<file path="src/rtl/averaging_sequencer.sv">
// Windowed averaging sequencer: clears, collects sample_count samples, publishes the
// floor mean and holds it until the downstream consumer takes it.
module averaging_sequencer #(
    parameter int sample_count         = 4,
    parameter int bitwidth_sample      = 4,
    parameter int bitwidth_accumulator = 6
) (
    input  logic                       clock,
    input  logic                       reset,
    input  logic                       restart,
    input  logic                       sample_valid,
    input  logic [bitwidth_sample-1:0] sample_value,
    output logic                       sample_ready,
    output logic                       clear,
    output logic                       add,
    output logic                       show,
    output logic [bitwidth_sample-1:0] mean_value,
    output logic                       mean_valid,
    input  logic                       mean_ready
);

    localparam int CW = $clog2(sample_count);
    localparam logic [CW-1:0] LAST = CW'(sample_count - 1);

    typedef enum logic [1:0] {CLEAR, COLLECT, SHOW, HOLD} state_t;

    state_t                          state_q, state_d;
    logic [bitwidth_accumulator-1:0] acc_q, acc_d;
    logic [CW-1:0]                   cnt_q, cnt_d;
    logic [bitwidth_sample-1:0]      mean_q, mean_d;
    logic                            mv_q, mv_d;

    always_ff @(posedge clock or negedge reset) begin
        if (!reset) begin
            state_q <= CLEAR;
            acc_q   <= '0;
            cnt_q   <= '0;
            mean_q  <= '0;
            mv_q    <= 1'b0;
        end else begin
            state_q <= state_d;
            acc_q   <= acc_d;
            cnt_q   <= cnt_d;
            mean_q  <= mean_d;
            mv_q    <= mv_d;
        end
    end

    always_comb begin
        state_d      = state_q;
        acc_d        = acc_q;
        cnt_d        = cnt_q;
        mean_d       = mean_q;
        mv_d         = mv_q;
        sample_ready = 1'b0;
        clear        = 1'b0;
        add          = 1'b0;
        show         = 1'b0;

        case (state_q)
            CLEAR: begin
                // state is forced to CLEAR during reset; keep the strobe quiet until release
                clear   = reset;
                acc_d   = '0;
                cnt_d   = '0;
                state_d = COLLECT;
            end
            COLLECT: begin
                sample_ready = !restart;
                if (sample_valid && !restart) begin
                    add   = 1'b1;
                    acc_d = acc_q + bitwidth_accumulator'(sample_value);
                    cnt_d = cnt_q + CW'(1);
                    if (cnt_q == LAST) begin
                        state_d = SHOW;
                    end
                end
            end
            SHOW: begin
                show    = !restart;
                mean_d  = bitwidth_sample'(acc_q >> CW);
                mv_d    = 1'b1;
                state_d = HOLD;
            end
            HOLD: begin
                if (mv_q && mean_ready) begin
                    mv_d    = 1'b0;
                    state_d = CLEAR;
                end
            end
            default: state_d = CLEAR;
        endcase

        // restart wins over any accept, publish or handshake in the same cycle
        if (restart) begin
            state_d = CLEAR;
            acc_d   = '0;
            cnt_d   = '0;
            mean_d  = mean_q;
            mv_d    = 1'b0;
        end
    end

    assign mean_value = mean_q;
    assign mean_valid = mv_q;

endmodule

</file>
<file path="config.mk">
export PLATFORM = sky130hd
export DESIGN_NAME = averaging_sequencer
export DESIGN_NICKNAME = d
export VERILOG_FILES = /design/src/rtl/averaging_sequencer.sv
export SDC_FILE = /design/constraint.sdc
export NUM_CORES = 1
export LEC_CHECK = 0
export BUFFER_PORTS_ARGS = -buffer_cell sky130_fd_sc_hd__buf_4
export CAP_MARGIN = 20
export CORE_UTILIZATION = 40
export CTS_BUF_LIST = sky130_fd_sc_hd__clkbuf_16
export CTS_CLUSTER_SIZE = 8
export DETAILED_ROUTE_END_ITERATION = 8
export PLACE_DENSITY = 0.71
export REMOVE_ABC_BUFFERS = 1
export SYNTH_ARGS = -nofsm -noshare
export SYNTH_HDL_FRONTEND = slang
export SYNTH_SLANG_ARGS = --single-unit
</file>
<file path="constraint.sdc">
create_clock -name clock -period 4.6 [get_ports clock]
set_input_delay 0.23 -clock clock [delete_from_list [all_inputs] [get_ports clock]]
set_output_delay 0.23 -clock clock [all_outputs]
set_load 0.05 [all_outputs]
</file>
==> results_dict.tcl <==
set metrics [dict create \
    slew_violations 0 \
    min_period_over_period 0.406 \
    cp.required_ps 4370 \
    path_max_fanout 6 \
    core_mm2 0.00202 \
    dieArea_mm2 0.00243 \
    drt_iter0_markers 1 \
    antenna_found_initial 0 \
    worst_skew_pair.late_latency_ps 240 \
    drt-total-wl_um 1650 \
    synth_area_um2 893 \
    crit_type "flip-flop to output pin" \
    grt_start_max_net_pins 17 \
    cts_buffer_depth 2 \
    num_vias 664 \
    startpoint_type "flip-flop" \
    min_period_ps 1870 \
    fin_area_mm2 0.00114 \
    leakage_uw 0.000583 \
    cp-end-kind "output pin" \
    nets 125 \
    via_per_inst 5.07 \
    maxCapViolCount 0 \
    synth.distinct_cells 35 \
    synth_cells 83 \
    finalHoldViolCount 0 \
    insertedDiodeCount 0 \
    setup_violations 0 \
    cts_sinks 15 \
    rows 16 \
    fp.dieH_um 49.3 \
    fmax_mhz 535 \
    synthTopCellsByArea "dfrtp_1 42%, ha_1 14%, mux2_2 5.0%" \
    antenna_left 0 \
    drive_above_1_share 0.317 \
    area_growth_pct 27.7 \
    finClkSkew_ps 2.53 \
    dp_hpwl_um 1270 \
    outcome "finished, final reports clean" \
    grt.total_usage 0.148 \
    fp.dieW_um 49.3 \
    wl_per_cell_um 12.6 \
    worst_slew_pin_slew_ps 365 \
    slew_headroom 0.755 \
    ys_warn_count 0 \
    rsz0062_at_grt "false" \
    avgSynthCellArea_um2 10.8 \
    cts_tree "yes" \
    grt.overflow.total 0 \
    root_buffer "clkbuf_16" \
    post-route-util 0.564 \
    synth_top_area_frac 0.420 \
    first_pass_iters 2 \
    cts-resized-gates 0 \
    synth-seq-cells 15 \
    synth_seq_area_share 0.420 \
    power_density_mw_per_mm2 518 \
    hold_ws_ps 191 \
    clk_pin_slew_ps 50 \
    grt_pass1_wl_um 2710 \
    io_pins 18 \
    drc_errors 0 \
    cts_max_level 1 \
    port_buffers 17 \
    fin_tns_setup_ps 0 \
    yosys.area.top_type "dfrtp_1" \
    min_path_type "input pin to flip-flop" \
    peakVddDrop_uv 325 \
    cts_buffers 3 \
    gp_congestion 0.826 \
    first_global_vias 683 \
    placed_cell_area_mm2 0.00105 \
    worstPathArrival_ps 1640 \
    start_util 0.442 \
]
## area by class of cell
| class | count | area [um2] |
|---|---|---|
| flip-flops and latches | 15 | 375 |
| well taps | 27 | 33.8 |
| repair buffers | 18 | 138 |
| clock buffers | 3 | 75.1 |
| fillers | 172 | 881 |
| multi-input cells | 61 | 492 |
| clock inverters | 1 | 5.00 |
| inverters | 6 | 22.5 |
## stage by stage
| stage | total power (uW) | instances | setup slack (ps) |
|---|---|---|---|
| 6_report | 591 | 131 | 2730 |
| 3_5_place_dp | 428 | 126 | 2880 |
| 3_3_place_gp | 421 | 126 | 2890 |
| 2_1_floorplan | 360 | 82 | 2620 |
| 5_1_grt | 629 | 131 | 2640 |
| 4_1_cts | 599 | 131 | 2720 |
## state kept, by name, indices dropped and copies added (netlist names)
name / flops
state_q: 2
mean_valid: 1
mean_value: 4
cnt_q: 2
acc_q: 6
## critical path, cell delays in order (launching register included)
cell and delay, ps:
dfrtp_1 410, inv_1 120, ha_1 210, nor2b_2 210, and2_2 230, buf_4 220
## final timing paths
path | startpoint | endpoint | slack [ps] | depth (start not counted)
max in group asynchronous | reset | acc_q[0] | 4030 | 2
min | restart | mean_valid | 190 | 2
max | state_q[1] | add | 2730 | 5
min in group asynchronous | reset | mean_valid | 380 | 2
max reg2reg | state_q[1] | state_q[1] | 2880 | 6
min reg2reg | mean_value[0] | mean_value[0] | 500 | 2
## synth_stat cells
cell and instances:
dfrtp_1 15, ha_1 10, nand2_1 6, inv_1 5, nor2_1 5, mux2_2 4
o21ai_0 4, a22o_1 3, a21oi_1 2, and2_1 2, nor2b_1 2, xor2_1 2
a211oi_1 1, a21o_1 1, a22o_2 1, a311o_1 1, a32o_2 1, and2_0 1
and2_2 1, and3_1 1, clkbuf_1 1, fa_1 1, inv_2 1, mux2i_1 1
nand2b_1 1, nor2_2 1, nor2b_2 1, nor4b_1 1, o21ba_2 1, o21bai_1 1
o2bb2ai_1 1, o31ai_1 1, o32ai_1 1, or2_2 1, or3_1 1
## timing repair
action	CTS	global route
endpoints found under the hold margin	15	0
buffers inserted	0	0
hold buffers	1	0
## power breakdown
group          switching [uW]  internal [uW]  leakage [uW]
clock                    50.0            116     0.0000409
combinational             149           95.6      0.000337
sequential               22.1            158      0.000206
total                     221            370      0.000583
## kinds of logic (layout without fill, tap and decap cells)
logic type	count (synthesis)	after routing	synth area share
adder cells (fa/ha/maj)	11	11	0.162
flip-flops	15	15	0.420
multiplexers	5	5	0.0616
buffers and inverters	7	28	0.0294
AO/OA/AOI/OAI	19	19	0.162
XOR/XNOR	2	2	0.0196
AND/OR/NAND/NOR	24	24	0.144
## metal layers
layer	vias up	GRT usage	wire length, um
met1	309	0.162	749
met2	15	0.258	796
li1	336	-	-
met5	-	0	0
met3	4	0.0467	67
met4	0	0.0637	32
## layout by cell type, fill, tap and decap left out, types with 2 or more instances in the layout
| master | netlist | routed |
|---|---|---|
| nand2_1 | 6 | 6 |
| a22o_1 | 3 | 3 |
| nor2_1 | 5 | 5 |
| clkbuf_16 | 0 | 3 |
| buf_4 | 0 | 17 |
| xor2_1 | 2 | 2 |
| nor2b_1 | 2 | 2 |
| mux2_2 | 4 | 4 |
| dfrtp_1 | 15 | 15 |
| and2_1 | 2 | 2 |
| ha_1 | 10 | 10 |
| o21ai_0 | 4 | 4 |
| a21oi_1 | 2 | 2 |
| inv_1 | 5 | 5 |
(Power assumes the default switching activity.)
